$ cat config.mk
export PLATFORM = sky130hd
export DESIGN_NAME = dispatcher
export DESIGN_NICKNAME = d
export VERILOG_FILES = /design/src/rtl/dispatcher.sv
export SDC_FILE = /design/constraint.sdc
export NUM_CORES = 1
export LEC_CHECK = 0
export CAP_MARGIN = 10
export CORE_AREA = 2 2 488 490
export CTS_CLUSTER_DIAMETER = 30
export DETAILED_ROUTE_END_ITERATION = 7
export DIE_AREA = 0 0 490 492
export MAX_ROUTING_LAYER = met4
export PLACE_DENSITY_LB_ADDON = 0.12
export SKIP_LAST_GASP = 1
export SYNTH_ARGS = -nofsm -noshare
export SYNTH_HDL_FRONTEND = slang
export SYNTH_SLANG_ARGS = --single-unit
$ cat constraint.sdc
create_clock -name clk -period 22.4 [get_ports clk]
set_clock_uncertainty 0.05 [all_clocks]
set_input_delay 2.24 -clock clk [delete_from_list [all_inputs] [get_ports clk]]
set_output_delay 2.24 -clock clk [all_outputs]
set_load 0.005 [all_outputs]
$ cat src/rtl/dispatcher.sv
// dispatcher: holds one upstream transaction and issues it to the next lane with free credit, round-robin.
// Each lane has a credit counter that is spent on dispatch and returned by lane_done.
module dispatcher #(
  parameter int MAX_DEPENDENCIES = 256,
  parameter int NUM_LANES = 4,
  parameter int LANE_CREDITS = 2
) (
  input  logic clk,
  input  logic rst,
  input  logic s_axis_tvalid,
  output logic s_axis_tready,
  input  logic [63:0] s_axis_tdata_owner_programID,
  input  logic [MAX_DEPENDENCIES-1:0] s_axis_tdata_read_dependencies,
  input  logic [MAX_DEPENDENCIES-1:0] s_axis_tdata_write_dependencies,
  output logic [NUM_LANES-1:0] m_axis_tvalid,
  input  logic [NUM_LANES-1:0] m_axis_tready,
  output logic [63:0] m_axis_tdata_owner_programID,
  output logic [MAX_DEPENDENCIES-1:0] m_axis_tdata_read_dependencies,
  output logic [MAX_DEPENDENCIES-1:0] m_axis_tdata_write_dependencies,
  input  logic [NUM_LANES-1:0] lane_done,
  output logic [NUM_LANES-1:0] lane_credits_avail,
  output logic [31:0] dispatched_count,
  output logic [31:0] completed_count,
  output logic [31:0] stall_cycles,
  output logic credit_error
);
  localparam int LW = $clog2(NUM_LANES);
  typedef enum logic [1:0] {IDLE, SELECT, SEND} state_t;
  state_t state_q, state_d;
  logic [LW-1:0] lane_q, lane_d, rr_q, rr_d, idx, pick;
  logic found, accept, hs;
  logic [3:0] credit_q [NUM_LANES];
  logic [3:0] credit_d [NUM_LANES];
  logic [NUM_LANES-1:0] sat;
  logic [63:0] own_q, own_d;
  logic [MAX_DEPENDENCIES-1:0] rd_q, rd_d, wr_q, wr_d;
  logic [31:0] disp_q, disp_d, comp_q, comp_d, stall_q, stall_d;
  logic err_q, err_d;

  assign accept = s_axis_tvalid && s_axis_tready;
  assign hs = state_q == SEND && m_axis_tready[lane_q];

  // First lane with credit, scanning upward from the round-robin pointer.
  always_comb begin
    found = 1'b0;
    pick = '0;
    idx = '0;
    for (int k = 0; k < NUM_LANES; k++) begin
      idx = LW'((int'(rr_q) + k) % NUM_LANES);
      if (!found && credit_q[idx] != '0) begin
        found = 1'b1;
        pick = idx;
      end
    end
  end

  always_ff @(posedge clk or posedge rst)
    if (rst) state_q <= IDLE;
    else state_q <= state_d;

  always_comb
    state_d = state_q == IDLE ? (accept ? SELECT : IDLE) :
              state_q == SELECT ? (found ? SEND : SELECT) : (hs ? IDLE : SEND);

  always_comb begin
    s_axis_tready = state_q == IDLE && !rst;
    m_axis_tvalid = state_q == SEND ? NUM_LANES'(1) << lane_q : '0;
    m_axis_tdata_owner_programID = own_q;
    m_axis_tdata_read_dependencies = rd_q;
    m_axis_tdata_write_dependencies = wr_q;
    dispatched_count = disp_q;
    completed_count = comp_q;
    stall_cycles = stall_q;
    credit_error = err_q;
    lane_credits_avail = '0;
    for (int i = 0; i < NUM_LANES; i++) lane_credits_avail[i] = credit_q[i] != '0;
  end

  // A same-cycle dispatch and return on one lane cancel out.
  always_comb begin
    lane_d = state_q == SELECT && found ? pick : lane_q;
    rr_d = hs ? (lane_q == LW'(NUM_LANES - 1) ? '0 : lane_q + 1'b1) : rr_q;
    own_d = accept ? s_axis_tdata_owner_programID : own_q;
    rd_d = accept ? s_axis_tdata_read_dependencies : rd_q;
    wr_d = accept ? s_axis_tdata_write_dependencies : wr_q;
    disp_d = disp_q + 32'(hs);
    comp_d = comp_q + 32'($countones(lane_done));
    stall_d = stall_q + 32'(state_q == SELECT && !found);
    sat = '0;
    for (int i = 0; i < NUM_LANES; i++) begin
      sat[i] = lane_done[i] && !(hs && lane_q == LW'(i)) && credit_q[i] == 4'(LANE_CREDITS);
      credit_d[i] = lane_done[i] == (hs && lane_q == LW'(i)) ? credit_q[i] :
                    lane_done[i] ? (sat[i] ? credit_q[i] : credit_q[i] + 4'd1) : credit_q[i] - 4'd1;
    end
    err_d = err_q || |sat;
  end

  always_ff @(posedge clk or posedge rst)
    if (rst) begin
      lane_q <= '0;
      rr_q <= '0;
      own_q <= '0;
      rd_q <= '0;
      wr_q <= '0;
      disp_q <= '0;
      comp_q <= '0;
      stall_q <= '0;
      err_q <= 1'b0;
      for (int i = 0; i < NUM_LANES; i++) credit_q[i] <= 4'(LANE_CREDITS);
    end else begin
      lane_q <= lane_d;
      rr_q <= rr_d;
      own_q <= own_d;
      rd_q <= rd_d;
      wr_q <= wr_d;
      disp_q <= disp_d;
      comp_q <= comp_d;
      stall_q <= stall_d;
      err_q <= err_d;
      for (int i = 0; i < NUM_LANES; i++) credit_q[i] <= credit_d[i];
    end
endmodule
==> results of run 1 <==
cell families after synthesis:
kind of cell | after synthesis | synth area share, %
AND/OR/NAND/NOR | 188 | 3.890
XOR/XNOR | 106 | 3.396
multiplexers | 582 | 24.01
buffers and inverters | 89 | 2.883
adder cells (fa/ha/maj) | 29 | 1.515
flip-flops | 695 | 63.63
AO/OA/AOI/OAI | 32 | 0.6728
layout by cell type, fill, tap and decap left out, types with 3 or more instances in the layout:
cell	count
ha_1	21
xnor2_1	82
xor2_1	24
inv_6	4
clkinv_8	4
nand2_1	54
inv_1	20
dfstp_2	4
dfrtp_1	691
nand4_1	16
and3_1	17
nand2b_1	3
and2_1	11
clkdlybuf4s50_1	1268
buf_12	4
nand3_1	34
diode_2	68
nor3_1	7
mux2_2	528
nor3_2	3
fa_1	7
clkbuf_1	91
mux2_1	52
and4_1	5
nor4_1	6
clkbuf_8	87
a21o_1	6
a21oi_1	16
buf_4	12
nor2_1	17
o21ai_0	6
clkinv_2	15
clkbuf_16	311
routing by layer:
layer  wire [um]  part of all wire, %  track usage (%)
met2       79580                   49            22.17
met5           0                    0                -
met1       54030                   33            12.34
met4        6054                  3.8            5.449
met3       21700                   13            8.643
final timing paths:
check	to	slack, ns	depth (start not counted)
hold / removal	completed_count[31]	0.42	1
max in group asynchronous	m_axis_tdata_read_dependencies[196]	17.40	5
setup / recovery	s_axis_tready	16.62	3
min in group asynchronous	m_axis_tdata_write_dependencies[15]	1.92	2
setup reg to reg	m_axis_tdata_read_dependencies[197]	18.13	6
hold reg to reg	completed_count[31]	0.42	1
power breakdown:
group / switching, mW / total [mW] / internal, mW / leakage (nW)
registers: 0.334 / 2.16 / 1.82 / 8.31
logic: 0.939 / 2.39 / 1.45 / 8.30
clock network: 1.05 / 3.82 / 2.77 / 4.70
total: 2.32 / 8.37 / 6.05 / 21.3
critical path: cells and delay by family:
kind,cells,cell delay [ns]
buf+inv,2,1.05
simple gates,1,0.19
sequential cells by signal (all words and copies together) (netlist names):
signal	count
stall_cycles	32
lane_q	2
completed_count	32
credit_error	1
m_axis_tdata_write_dependencies	256
m_axis_tdata_owner_programID	64
m_axis_tdata_read_dependencies	256
state_q	2
rr_q	2
dispatched_count	32
credit_q	16
synth_stat cells, types with 2 or more instances:
cell and instances:
and3_1 17, nand3_1 34, nor4_1 6, nor3_2 3, inv_1 21, xor2_1 24, mux2_2 528, buf_6 59
dfrtp_1 691, nand2_1 54, a21oi_1 16, xnor2_1 82, and2_1 12, a21o_1 6, nand4_2 2, nor3_1 7
nor2_1 17, a211oi_1 2, fa_1 7, ha_1 21, nand4_1 16, mux2_1 52, nand2b_1 3, o21ai_0 6
dfstp_2 4, and4_1 5, buf_2 6
final cells by class:
class	count	area (um2)	share of cell area, %
multi-input combinational	937	9156	17.21
clock inverter	26	255.2	0.4797
antenna	68	170.2	0.3198
inverter	22	90.09	0.1693
tap	3167	3963	7.446
sequential	695	17400	32.69
clock buffer	489	9321	17.52
timing repair buffer	1284	12860	24.17
per-stage QoR:
stage          util [%]  hold WS, ns  setup slack, ns  power (mW)
2_1_floorplan         -       0.4099           0.6282       2.852
3_5_place_dp      18.40       0.4149            15.68       4.664
3_3_place_gp      18.40       0.4117            15.64       4.661
4_1_cts           22.45       0.4266            16.60       8.589
6_report          22.52       0.4246            16.62       8.365
5_1_grt           22.52       0.4391            16.43       8.805
==> flow_summary.ini, run 1 <==
[timing]
hold_violations = 0
fin_tns_setup_ns = 0
relSlewSlack_pct = 30.75
drv_slew = 0
fmax_mhz = 173.1
rsz0062_at_grt = false
post-route-period-util_pct = 25.79
tightest_slew_ns = 1.039
finalSetupViolations = 0
fin_crit_ns = 5.777

[finish]
syn_to_final_growth_pct = 94.65
stdcell_area_um2 = 53210
fill_cells = 25137
nets = 3862
drive_above_1_share_pct = 28.70
final_cells = 6688

[run_status]
outcome = finished, final reports clean

[worst_setup_path]
slowest_stage = clkdlybuf4s50_1
worst_path_most_repeated_cell = clkdlybuf4s50_1
critPathLaunch = rst
arrival_ns = 3.49
crit_type = in2out
worstSetupStartpointType = input pin
cp-end-kind = primary output
rr_startpoint = state_q[0]
crit_required_ns = 20.11
crit_fanout = 2
slowest_delay_ns = 0.53
path_cells = clkdlybuf4s50_1 > nor3_2 > clkdlybuf4s50_1

[floorplan]
core_area_um2 = 236300
fp.dieH_um = 492
initial_core_util_pct = 11.57
rows = 179
dieArea_um2 = 241100
num_io_pins = 1269
fp.dieW_um = 490

[global_routing]
overflow = 0
grt_first_pass_wirelength_um = 214000
grtUsageTotal_pct = 13.46
antenna_found_initial = 145
grt_pass1_vias = 23749
grt_max_degree = 143

[clock_tree]
cts_buffers = 307
cts_hold_buffers = 0
cts_setup_buffers = 0
cts-resized-gates = 0
clk_latency_ns = 0.88
cts_sinks = 695
htree_levels = 5
clk_pin_slew_ns = 0.04
clockBufferDepth = 4
cts-root-buf = clkbuf_16
cts_tree = built

[route]
dr.pass1.iters = 5
drt-total-wl_um = 161400
ant_nets = 0
wl_per_cell_um = 24.13
vias = 21560
drt_iter0_drc = 702
via_per_inst = 3.224
drcViolationCount = 0

[synthesis]
ys_seq_elements = 695
netlist_area_um2 = 27340
yosysWarnings = 0
synth_top_area_share_pct = 63.25
synth_ff_type = dfrtp_1
synth-edff-count = 0
yosys-top-cells-area = dfrtp_1 63%, mux2_2 22%, xnor2_1 2.6%
seq_area_frac_synth_pct = 63.63
synthDistinctLibCells = 47
synth_fp_nets = 2336
synth_cells = 1721
synthArstFlopShare_pct = 100.0
synth_largest_area_cell = dfrtp_1
avgSynthCellArea_um2 = 15.89

[flow_run]
cap_viol_max_count = 0

[min_path]
hp-class = reg2reg
min-delay-start = completed_count[31]

[power]
power.leakage_nw = 21.31
ir_drop_mv = 0.06280
p_per_area_nw_per_um2 = 157.2

[placement]
dp_hpwl_um = 127900
gp_congestion = 0.7738
io_buffer_count = 1268
placed_cell_area_um2 = 43470
placedCellCount = 6105
(Power assumes the default switching activity.)
==> run 2: changes to the inputs <==
- clock period: 22.4 -> 4.93 ns (I/O delays scaled with it)
==> flow_summary.ini, run 2 (synthesis gave the netlist of run 1 again) <==
[run_status]
outcome = finished, final reports clean

[placement]
place_ws_ns = 1.176
placedCellCount = 6134
io_buffer_count = 1268
gp_congestion = 0.8108
dp_hpwl_um = 132400

[worst_setup_path]
worst_path_most_repeated_cell = nand4_1
slowest_delay_ns = 0.71
crit_fanout = 10
r2r_cells = 9
crit_family = simple AND/OR/NAND/NOR gates
slowest_stage = nor4_1
worstSetupStartpointType = flip-flop
crit_required_ns = 5.63
r2r-end = stall_cycles[31]
arrival_ns = 4.25
reg2reg_setup_slack_ns = 1.38
path_cells = nor4_1 > nand4_1 > nor2_1 > ha_1 > and3_1 > nand3_1 > nor3_4 > nand4_1 > xnor2_1
crit_buf_inv = 0
cp-end-kind = flip-flop
rr_startpoint = credit_q[4]
crit_type = reg2reg

[clock_tree]
cts_hold_buffers = 0
clockBufferDepth = 4
cts_buffers = 310
clk_pin_slew_ns = 0.04
htree_levels = 5
cts-resized-gates = 0
clk_latency_ns = 0.88
cts_tree = built
cts_setup_buffers = 0
cts_sinks = 695
cts-root-buf = clkbuf_16

[floorplan]
dieArea_um2 = 241100
fp.dieW_um = 490
num_io_pins = 1269
rows = 179
initial_core_util_pct = 11.57
fp.dieH_um = 492
core_area_um2 = 236300

[min_path]
min-delay-start = s_axis_tdata_read_dependencies[150]
whs_path_depth = 2
hp-class = in2reg
hold-path-endpoint = m_axis_tdata_read_dependencies[150]

[finish]
multi_input_area_um2 = 9156
final_common_cell = clkdlybuf4s50_1
nets = 3894
fill_cells = 25164
seqCellArea_um2 = 17400
drive_above_1_share_pct = 29.19
syn_to_final_growth_pct = 96.14
final_cell_mix = 1268 x clkdlybuf4s50_1, 691 x dfrtp_1, 528 x mux2_2
final_cells = 6724

[global_routing]
grt_pass1_vias = 23677
grt_first_pass_wirelength_um = 219500
grtUsageTotal_pct = 13.77
overflow = 0
grt_max_degree = 78
antenna_found_initial = 159

[power]
ir_drop_mv = 0.3065
power.leakage_nw = 21.51
p_per_area_nw_per_um2 = 712.9

[timing]
relSlewSlack_pct = 33.28
fin_crit_ns = 3.546
fmax_mhz = 282.0
finalSetupViolations = 0
rsz0062_at_grt = false
worst_slack_ns = 1.384
post-route-period-util_pct = 71.92
tightest_slew_ns = 1.001
hold_violations = 0
drv_slew = 0

[route]
drt_iter0_drc = 829
vias = 21843
dr.pass1.iters = 5
ant_nets = 0
wl_per_cell_um = 24.47
via_per_inst = 3.249
drt-total-wl_um = 164500
drcViolationCount = 0

[flow_run]
cap_viol_max_count = 0
==> run 2: layout make-up <==
cell class / instances / area share, %
sequential: 695 / 32.44
timing repair buffer: 1313 / 24.63
clock inverter: 28 / 0.6113
inverter: 22 / 0.1610
multi-input combinational: 937 / 17.08
antenna: 73 / 0.3407
clock buffer: 489 / 17.35
tap: 3167 / 7.390
==> run 2: per-stage QoR <==
| step | hold slack [ns] | util, % | total power [mW] | instance area (um2) | TNS, ns |
|---|---|---|---|---|---|
| 2_1_floorplan | 0.4099 | - | 12.96 | 27340 | -3548.85 |
| 3_3_place_gp | 0.4181 | 18.54 | 21.16 | 43810 | 0 |
| 3_5_place_dp | 0.4221 | 18.54 | 21.17 | 43810 | 0 |
| 4_1_cts | 0.03694 | 22.62 | 39.19 | 53440 | 0 |
| 5_1_grt | 0.1020 | 22.68 | 40.24 | 53580 | 0 |
| 6_report | 0.1612 | 22.69 | 38.23 | 53620 | 0 |
==> run 2: worst max path at each step <==
stage	cells after the start	from	endpoint	slack (ns)
global route	9	credit_q[4]	stall_cycles[31]	0.98
floorplan	1	rst	completed_count[0]	-5.12
finish	9	credit_q[4]	stall_cycles[31]	1.38
CTS	9	credit_q[4]	stall_cycles[31]	1.24
global placement	9	lane_done[0]	completed_count[25]	1.16
detailed placement	9	lane_done[0]	completed_count[19]	1.18
==> run 2: layer usage <==
layer / share of wire [%] / vias up / GRT usage [%]
met1: 38 / 10690 / 14.51
met4: 2.8 / 0 / 3.835
met2: 46 / 1294 / 21.68
met3: 12 / 395 / 8.132
met5: 0 / - / -
li1: - / 9464 / -
==> run 2: report_power, final <==
part           switching (mW)  internal (mW)
registers                1.51           8.29
clock network            4.73           12.8
logic                    4.30           6.63
==> run 3: changes to the inputs <==
- clock period: 4.93 -> 2.9 ns (I/O delays scaled with it)
==> flow_summary.ini, run 3 (synthesis gave the netlist of run 1 again) <==
[run_status]
outcome = finished, final reports clean

[placement]
placed_cell_area_um2 = 44290
dp_hpwl_um = 132800
gp_congestion = 0.7959
io_buffer_count = 1268

[floorplan]
fp.dieH_um = 492
core_area_um2 = 236300
dieArea_um2 = 241100
rows = 179
num_io_pins = 1269
fp.dieW_um = 490
initial_core_util_pct = 11.57

[clock_tree]
cts_tree = built
clk_pin_slew_ns = 0.04
clk_latency_ns = 0.86
cts_buffers = 304
cts_sinks = 695
clockBufferDepth = 4
cts-root-buf = clkbuf_16
htree_levels = 5
cts-resized-gates = 0

[finish]
final_common_cell = clkdlybuf4s50_1
nets = 4480
syn_to_final_growth_pct = 117.4
drive_above_1_share_pct = 26.11
fill_cells = 24997
multi_input_area_um2 = 9156
stdcell_area_um2 = 59430
final_util_pct = 25.15
final_cell_mix = 1268 x clkdlybuf4s50_1, 691 x dfrtp_1, 550 x dlygate4sd3_1
seqCellArea_um2 = 17400

[route]
ant_nets = 0
wl_per_cell_um = 22.50
vias = 23946
drcViolationCount = 0
drt-total-wl_um = 164900
via_per_inst = 3.269
drt_iter0_drc = 700
dr.pass1.iters = 4

[timing]
fin_tns_setup_ns = 0
fin_crit_ns = 2.697
finalSetupViolations = 0
post-route-period-util_pct = 93.01
drv_slew = 0
fmax_mhz = 370.7
rsz0062_at_grt = false
relSlewSlack_pct = 68.31
tightest_slew_ns = 0.4739
hold_violations = 0

[worst_setup_path]
cp-end-kind = primary output
rr_startpoint = credit_q[5]
critPathLaunch = state_q[0]
crit_required_ns = 2.56
r2r-end = stall_cycles[31]
crit_type = reg2out
worstSetupStartpointType = flip-flop
arrival_ns = 2.36
r2r_cells = 12
crit_fanout = 5
reg2reg_setup_slack_ns = 0.23

[global_routing]
grtUsageTotal_pct = 13.79
antenna_found_initial = 156
grt_max_degree = 64
grt_first_pass_wirelength_um = 225400
grt_pass1_vias = 26620
overflow = 0

[min_path]
hp-class = in2reg
hold-path-endpoint = m_axis_tdata_write_dependencies[100]
whs_path_depth = 2
min-delay-start = s_axis_tdata_write_dependencies[100]

[power]
p_switching_mw = 18.17
p_seq_share_pct = 25.5
p_per_area_nw_per_um2 = 1097
pwr-share-comb_pct = 30.0
internal_power_mw = 47.00
ir_drop_mv = 0.5713
clkPwrFrac_pct = 44.5
power_mw = 65.17
swShare_pct = 27.88
power.leakage_nw = 23.98

[flow_run]
cap_viol_max_count = 0
[run 3: metal layers]
metal | up-vias | global-route usage [%] | wire (um)
met1 | 11683 | 15.18 | 65510
met3 | 384 | 6.895 | 17930
met5 | - | - | 0
met4 | 0 | 4.122 | 4449
li1 | 10635 | - | -
met2 | 1244 | 21.77 | 76960
[run 3: repair_timing]
item / in CTS / in global routing
hold buffers: 550 / 0
setup buffers: 0 / 0
endpoints found under the hold margin: 550 / 0
[run 3: how the worst max path moves through the flow]
| stage | endpoint | cells after the start |
|---|---|---|
| after floorplan | completed_count[0] | 1 |
| after global placement | completed_count[24] | 11 |
| after detailed placement | completed_count[22] | 11 |
| after CTS | lane_credits_avail[1] | 3 |
| after global routing | lane_credits_avail[1] | 3 |
| final | m_axis_tvalid[2] | 3 |
[run 3: power groups by stage]
stage | Combinational [mW] | Clock (mW) | Sequential (mW)
after detailed placement | 19.4 | 0 | 16.8
after global routing | 20.8 | 30.5 | 17.3
after CTS | 20.2 | 29.9 | 16.7
after global placement | 19.5 | 0 | 16.7
final | 19.5 | 29.0 | 16.6
after floorplan | 5.27 | 0 | 16.8
[run 3: final cells by class]
cell class                      instances  share of cell area [%]
Timing Repair Buffer                 1905                   32.29
Sequential cell                       695                   29.27
Multi-Input combinational cell        937                   15.41
Clock buffer                          475                   15.31
Tap cell                             3167                   6.668
Clock inverter                         37                  0.5327
Antenna cell                           88                  0.3705
Inverter                               22                  0.1453
[run 3: through the flow]
stage          hold WS (ns)  cells  setup WS, ns
6_report            0.08422   7326        0.2026
3_5_place_dp         0.4073   6176       -0.3655
5_1_grt             0.03529   7312       0.03027
4_1_cts           0.0002681   7238       0.07746
2_1_floorplan        0.3747   1721        -6.949
3_3_place_gp         0.4165   6176       -0.3563
[run 3: worst max-delay path: stages, from the launching register on]
cell	delay, ns
dfrtp_1	0.42
nor2b_1	0.28
and2_1	0.23
clkdlybuf4s50_1	0.58
